$ cat config.mk
export PLATFORM = sky130hd
export DESIGN_NAME = instr_mem_loadable
export DESIGN_NICKNAME = d
export VERILOG_FILES = /design/src/rtl/instr_mem_loadable_pkg.sv /design/src/rtl/imem_array.sv /design/src/rtl/instr_mem_loadable.sv
export SDC_FILE = /design/constraint.sdc
export NUM_CORES = 2
export LEC_CHECK = 0
export ABC_AREA = 1
export CORE_ASPECT_RATIO = 0.5
export CORE_MARGIN = 2
export CORE_UTILIZATION = 50
export CTS_CLUSTER_SIZE = 20
export DETAILED_ROUTE_END_ITERATION = 8
export GPL_TIMING_DRIVEN = 0
export PLACE_DENSITY = 0.65
export SYNTH_ARGS = -nofsm -noshare
export SYNTH_HDL_FRONTEND = slang
export SYNTH_SLANG_ARGS = --single-unit
$ cat constraint.sdc
create_clock -name clk -period 6.2 [get_ports clk]
set_input_delay 0.93 -clock clk [delete_from_list [all_inputs] [get_ports clk]]
set_output_delay 0.93 -clock clk [all_outputs]
set_load 0.02 [all_outputs]
$ cat src/rtl/instr_mem_loadable_pkg.sv
// rtl/instr_mem_loadable_pkg.sv - shared FSM state, opcode fields and boot image for the loadable instruction memory
package instr_mem_loadable_pkg;

  typedef enum logic {
    ST_IDLE = 1'b0,
    ST_LOAD = 1'b1
  } state_e;

  localparam logic [2:0] OP_ADD   = 3'b000;
  localparam logic [2:0] OP_LOAD  = 3'b100;
  localparam logic [2:0] OP_STORE = 3'b101;
  localparam logic [2:0] OP_JMP   = 3'b110;

  localparam logic [7:0] BOOT_W0 = {OP_ADD,   3'b001, 2'b01};
  localparam logic [7:0] BOOT_W1 = {OP_STORE, 3'b001, 2'b00};
  localparam logic [7:0] BOOT_W2 = {OP_LOAD,  3'b010, 2'b00};
  localparam logic [7:0] BOOT_W3 = {OP_JMP,   3'b000, 2'b00};

  function automatic logic [7:0] boot_word(input int idx);
    case (idx)
      0:       return BOOT_W0;
      1:       return BOOT_W1;
      2:       return BOOT_W2;
      3:       return BOOT_W3;
      default: return 8'h00;
    endcase
  endfunction

endpackage

$ cat src/rtl/imem_array.sv
// rtl/imem_array.sv - instruction storage: one write port, one registered read port, boot image at power-up
module imem_array
  import instr_mem_loadable_pkg::*;
#(
  parameter int ADDR_W = 8,
  parameter int DATA_W = 8,
  parameter int DEPTH  = 2 ** ADDR_W
) (
  input  logic              clk,
  input  logic              rst,
  input  logic              we,
  input  logic [ADDR_W-1:0] waddr,
  input  logic [DATA_W-1:0] wdata,
  input  logic              re,
  input  logic [ADDR_W-1:0] raddr,
  output logic [DATA_W-1:0] rdata
);

  logic [DATA_W-1:0] words [DEPTH];
  logic [DATA_W-1:0] rdata_d;
  logic [DATA_W-1:0] rdata_q;

  // Words carry their boot value as a power-up value only; rst never touches them.
  for (genvar i = 0; i < DEPTH; i++) begin : g_word
    localparam logic [DATA_W-1:0] INIT = DATA_W'(boot_word(i));
    logic [DATA_W-1:0] word_d;
    logic [DATA_W-1:0] word_q = INIT;

    always_comb begin
      word_d = word_q;
      if (we && (waddr == ADDR_W'(i))) begin
        word_d = wdata;
      end
    end

    always_ff @(posedge clk) begin
      word_q <= word_d;
    end

    assign words[i] = word_q;
  end

  always_comb begin
    rdata_d = rdata_q;
    if (re) begin
      rdata_d = words[raddr];
    end
  end

  always_ff @(posedge clk) begin
    if (rst) begin
      rdata_q <= '0;
    end else begin
      rdata_q <= rdata_d;
    end
  end

  assign rdata = rdata_q;

endmodule

$ cat src/rtl/instr_mem_loadable.sv
// rtl/instr_mem_loadable.sv - instruction memory with 1-cycle fetch port and streamed program loader
module instr_mem_loadable
  import instr_mem_loadable_pkg::*;
#(
  parameter int ADDR_W = 8,
  parameter int DATA_W = 8,
  parameter int DEPTH  = 2 ** ADDR_W
) (
  input  logic              clk,
  input  logic              rst,
  input  logic              fetch_req,
  input  logic [ADDR_W-1:0] fetch_addr,
  output logic [DATA_W-1:0] instr,
  output logic              instr_valid,
  output logic              busy,
  input  logic              load_start,
  input  logic [ADDR_W-1:0] load_base,
  input  logic [ADDR_W:0]   load_len,
  input  logic [DATA_W-1:0] load_data,
  input  logic              load_valid,
  output logic              load_ready,
  output logic              load_done
);

  localparam logic [ADDR_W-1:0] PTR_LAST = ADDR_W'(DEPTH - 1);
  localparam logic [ADDR_W-1:0] PTR_ONE  = ADDR_W'(1);
  localparam logic [ADDR_W:0]   CNT_ONE  = (ADDR_W + 1)'(1);

  state_e            state_d, state_q;
  logic [ADDR_W-1:0] ptr_d, ptr_q;
  logic [ADDR_W:0]   count_d, count_q;
  logic              valid_d, valid_q;
  logic              done_d, done_q;
  logic              rd_en;
  logic              wr_en;
  logic [ADDR_W-1:0] rd_addr;

  assign rd_addr = ADDR_W'(32'(fetch_addr) % DEPTH);

  always_comb begin
    state_d = state_q;
    ptr_d   = ptr_q;
    count_d = count_q;
    valid_d = 1'b0;
    done_d  = 1'b0;
    rd_en   = 1'b0;
    wr_en   = 1'b0;
    case (state_q)
      ST_IDLE: begin
        if (fetch_req) begin
          rd_en   = 1'b1;
          valid_d = 1'b1;
        end
        if (load_start) begin
          if (load_len == '0) begin
            done_d = 1'b1;
          end else begin
            state_d = ST_LOAD;
            ptr_d   = ADDR_W'(32'(load_base) % DEPTH);
            count_d = load_len;
          end
        end
      end
      ST_LOAD: begin
        if (load_valid) begin
          wr_en   = ~rst;
          ptr_d   = (ptr_q == PTR_LAST) ? '0 : ptr_q + PTR_ONE;
          count_d = count_q - CNT_ONE;
          if (count_q == CNT_ONE) begin
            state_d = ST_IDLE;
            done_d  = 1'b1;
          end
        end
      end
      default: state_d = ST_IDLE;
    endcase
  end

  always_ff @(posedge clk) begin
    if (rst) begin
      state_q <= ST_IDLE;
      ptr_q   <= '0;
      count_q <= '0;
      valid_q <= 1'b0;
      done_q  <= 1'b0;
    end else begin
      state_q <= state_d;
      ptr_q   <= ptr_d;
      count_q <= count_d;
      valid_q <= valid_d;
      done_q  <= done_d;
    end
  end

  imem_array #(
    .ADDR_W(ADDR_W),
    .DATA_W(DATA_W),
    .DEPTH (DEPTH)
  ) u_imem_array (
    .clk  (clk),
    .rst  (rst),
    .we   (wr_en),
    .waddr(ptr_q),
    .wdata(load_data),
    .re   (rd_en),
    .raddr(rd_addr),
    .rdata(instr)
  );

  assign instr_valid = valid_q;
  assign load_done   = done_q;
  assign busy        = (state_q == ST_LOAD);
  assign load_ready  = (state_q == ST_LOAD);

endmodule

## After elaboration in Yosys (flattened, before gate mapping)

Cells that the tools add are included.

- Register bits: 2076
- Input bits: 38
- Word-level logic and storage cells: 812

- $add $sub $neg: 2
- Magnitude comparators: 1
- Equal/unequal tests: 259
- Muxes and demuxes: 26
- Bitwise gates (word level): 3
- Reductions and logical operators: 259

Operators by type and width:

| cell | count |
|---|---|
| $eq 8x8->1 const B | 128 |
| $eq 8x7->1 const B | 64 |
| $eq 8x6->1 const B | 32 |
| $logic_and 1x1->1 | 256 |
| $eq 8x5->1 const B | 16 |
| $bmux 8 s8 | 1 |
| $eq 8x4->1 const B | 8 |
| $mux 8 | 6 |
| $eq 8x3->1 const B | 4 |
| $mux 9 | 3 |
| $pmux 9 s2 | 1 |
| $eq 8x2->1 const B | 2 |
| $pmux 8 s2 | 1 |
| $mux 1 | 12 |
| $eq 9x1->1 const B | 1 |
| $ge 9x9->1 const B | 1 |
| $logic_not 9->1 | 1 |
| $not 8->9 | 1 |
| $sub 9x1->9 const B | 1 |
| $add 8x1->8 const B | 1 |
| $eq 8x1->1 const B | 1 |
| $logic_not 8->1 | 1 |
| $ne 2x2->1 const B | 3 |
| $pmux 1 s2 | 2 |
| 2 further kinds | 3 |

## Longest topological paths before layout

- Depth after elaboration: 4
- Mapped depth: 17

## Cells and area by module

A second synthesis with hierarchy kept.

- Cells, all modules: 7282
- Area total of the unflattened synthesis: 84892.7 sq um

By module, submodules not included:

| module | times used | cells each | area an instance (sq um) |
|---|---|---|---|
| imem_array | 1 | 7036 | 83490.1 |
| instr_mem_loadable | 1 | 246 | 1402.6 |

## Worst setup path after synthesis

OpenSTA, ideal clock, no wires.

- Kind: input-to-reg
- From: input load_valid
- To: register u_imem_array.g_word[208].word_q[0], enable pin
- Setup time: 370 ps
- Arrival time: 2070 ps
- Data required time: 5830 ps
- Setup slack: 3759 ps
- Stages: 6
- Path buffers: 2
- Cell sequence: nand2_1 -> nor2_1 -> buf_2 -> nand3_1 -> clkbuf_1 -> nor2_1

- Longest elaborated chain between the ends: 3

Ends and longest elaborated chain:

| element | line | RTL |
|---|---|---|
| from (decl) | instr_mem_loadable.sv:20 | `input logic load_valid,` |
| $mux 1 | instr_mem_loadable.sv:65 | `if (load_valid) begin` |
| $mux 1 | instr_mem_loadable.sv:48 | `case (state_q)` |
| $logic_and 1x1->1 | imem_array.sv:31 | `if (we && (waddr == ADDR_W'(i))) begin` |
| to (signal assigned) | imem_array.sv:37 | `word_q <= word_d;` |
| to (decl) | imem_array.sv:27 | `logic [DATA_W-1:0] word_q = INIT;` |

No other way between the ends.
A chain may end at the register's enable or synchronous reset.

## Final worst setup path

- From: register ptr_q[0]
- To: register u_imem_array.g_word[238].word_q[7], enable pin

- Longest elaborated chain between the ends: 2

Ends and longest elaborated chain:

| element | line | RTL |
|---|---|---|
| from (decl) | instr_mem_loadable.sv:30 | `logic [ADDR_W-1:0] ptr_d, ptr_q;` |
| from (signal assigned) | instr_mem_loadable.sv:88 | `ptr_q <= ptr_d;` |
| $eq 8x8->1 | imem_array.sv:31 |  |
| $logic_and 1x1->1 | imem_array.sv:31 |  |
| to (signal assigned) | imem_array.sv:37 |  |
| to (decl) | imem_array.sv:27 |  |

No other way between the ends.

==> impl_metrics.tcl <==
set metrics [dict create \
    status "finished with violations" \
    violations "max-capacitance violations, max-slew violations" \
    dpl_worst_slack_ns 1.04 \
    syn_inst 7192 \
    ys.flop_type "edfxtp_1" \
    cts_resized 0 \
    r2r_cells 7 \
    final_core_util_pct 56.1 \
    dp_hpwl_mm 198 \
    port-buffer-count 43 \
    synth_top_area_cell "edfxtp_1" \
    clock-root-buffer "clkbuf_16" \
    wl_per_cell_um 30.0 \
    highest_layer "met5" \
    cp.arrival_ns 4.86 \
    cp.required_ns 6.66 \
    power_leakage_nw 32.8 \
    critical_path_class "reg2reg" \
    multiInputGateArea_mm2 0.0199 \
    first_iter_violations 10800 \
    place_congestion 0.995 \
    cts_tree "done" \
    grt_max_degree 135 \
    yosysSeqAreaShare_pct 73.3 \
    synthDistinctLibCells 33 \
    rsz0062_at_grt "no" \
    synth-edff-count 2048 \
    fmax_ghz 0.227 \
    drcViolationCount 0 \
    reg2reg_to "u_imem_array.g_word[238].word_q[7]" \
    wl_met1_mm 110 \
    ys.warnings.count 0 \
    cp-end-kind "flip-flop" \
    cts_setup_buffers 0 \
    start_util_pct 50.5 \
    fin_crit_sh_pct 71.0 \
    grt_pass1_wl_mm 408 \
    ir_worst_vdd_mv 0.191 \
    synth_top_area_share_pct 72.6 \
    finalWorstPathRequiredPeriod_ns 4.40 \
    synth_area_mm2 0.0847 \
    yosys_register_bits 2076 \
    ctsLongestPathBuffers 4 \
    wl_met3_mm 48.3 \
    cts_num_sinks 2076 \
    die_w_um 586 \
    skew_ns 0.0399 \
    power-per-cell-area_mw_per_mm2 308 \
    clock_latency_ns 0.86 \
    worst_hold_slack_ns 0.491 \
    synthTopCellsByCount "nand2_1, edfxtp_1, nand3_1" \
    nets 7483 \
    grt_usage_pct 33.7 \
    endpoint "u_imem_array.g_word[238].word_q[7]" \
    htreeDepth 4 \
    clk_pin_slew_ns 0.07 \
    fin_ws_ns 1.80 \
    drive_gt1_share_pct 8.30 \
    worst_pin_slew_ns 1.58 \
    num_io_pins 50 \
    drt-total-wl_mm 295 \
    design_power_total_w 0.0289 \
    synthArstFlopShare_pct 0 \
    r2r_slack_ns 1.80 \
    n_fill_cell 13900 \
    grt_pass1_vias 55900 \
    via_per_inst 6.23 \
    setup_violations 0 \
    dr_total_vias 61300 \
    startpoint "ptr_q[0]" \
    drtAntennaViolNets 0 \
    area_growth_syn_to_layout_pct 11.0 \
    grt_overflow 0 \
    antenna_found_initial 18 \
    cts_buffers 188 \
    die_h_um 295 \
    seq_area_mm2 0.0621 \
    first_pass_iters 8 \
    die_area_mm2 0.173 \
    hold_class "in2reg" \
    core_area_mm2 0.168 \
    synth.most_common_cell "nand2_1" \
    hold_viol 0 \
    slew_violations 44 \
    netlist_top_cells_area "edfxtp_1, nand3_1, nand2_1" \
    hold_buffers 0 \
    slew_headroom_pct -5.10 \
    postSynthAreaPerCell_um2 11.8 \
    row_count 106 \
    max_cap_violations 4 \
    startpoint_type "flip-flop" \
    path_max_fanout 10 \
    dr_wl_met2_mm 124 \
    synthesis.nets 7236 \
    r2r-start "ptr_q[0]" \
]
cell families after synthesis:
family                   Yosys count  share of synthesized area (%)
AND/OR/NAND/NOR                 4503                           23.0
buffers and inverters            553                           3.24
adder cells (fa/ha/maj)            6                         0.0887
AO/OA/AOI/OAI                     52                          0.375
XOR/XNOR                           2                         0.0207
flip-flops                      2076                           73.3
state kept, by name (all words and copies together) (netlist names):
register / cells
u_imem_array.g_word.word_q: 2048
count_q: 9
ptr_q: 8
u_imem_array.rdata: 8
busy: 1
instr_valid: 1
load_done: 1
layer usage:
layer  GRT usage, %  vias up
met5          0.602        -
met4           12.7       24
met3           12.9      739
met2           47.9     4800
met1           47.0    29700
li1               -    26000
worst max-delay path, cell delays in order, from the launching register on:
cell	delay (ns)
dfxtp_1	0.34
inv_1	0.12
ha_1	0.16
inv_1	0.07
nor2_1	0.70
nand2_1	0.75
clkbuf_2	0.80
nor2_1	1.06
where the power goes:
part           total [W]  switching (W)  internal (W)
sequential        0.0154      0.0000244        0.0154
clock             0.0112        0.00522       0.00603
combinational    0.00225        0.00174      0.000502
worst min path at each step:
stage	start	end	slack, ns	cells past startpoint
CTS	count_q[5]	count_q[5]	0.50	2
finish	load_data[2]	u_imem_array.g_word[241].word_q[2]	0.49	1
global placement	count_q[5]	count_q[5]	0.49	2
floorplan	count_q[5]	count_q[5]	0.47	2
global route	load_data[2]	u_imem_array.g_word[241].word_q[2]	0.52	1
detailed placement	count_q[5]	count_q[5]	0.49	2
layout make-up:
cell class              instances  area share, %
multi-input cells            4563           21.1
well taps                    2268           3.02
repair buffers                 57          0.911
plain buffers                 493           2.70
clock inverters                80          0.671
clock buffers                 246           5.27
diodes                          6         0.0160
flip-flops and latches       2076           66.0
inverters                      60          0.242
metrics by stage:
step / instances / TNS, ns / instance area [um2]
2_1_floorplan: 7192 / 0 / 84700
3_3_place_gp: 9503 / -9784.97 / 87900
3_5_place_dp: 9517 / 0 / 88400
4_1_cts: 9843 / 0 / 94000
5_1_grt: 9845 / 0 / 94000
6_report: 9849 / 0 / 94000
cell usage in the layout, fill, tap and decap left out, types with 5 or more instances in the layout:
master,instances
nand2_1,2151
edfxtp_1,2048
nand3_1,2030
nor2_1,314
buf_2,278
clkbuf_16,189
clkbuf_1,135
buf_4,71
inv_1,56
clkinv_1,42
buf_1,40
clkdlybuf4s50_1,35
dfxtp_1,28
clkinv_2,20
clkbuf_2,19
o21ai_0,19
buf_16,14
a21oi_1,11
buf_8,10
bufinv_16,10
diode_2,6
ha_1,6
inv_6,6
a221oi_1,5
a211oi_1,5
(Power assumes the default switching activity.)
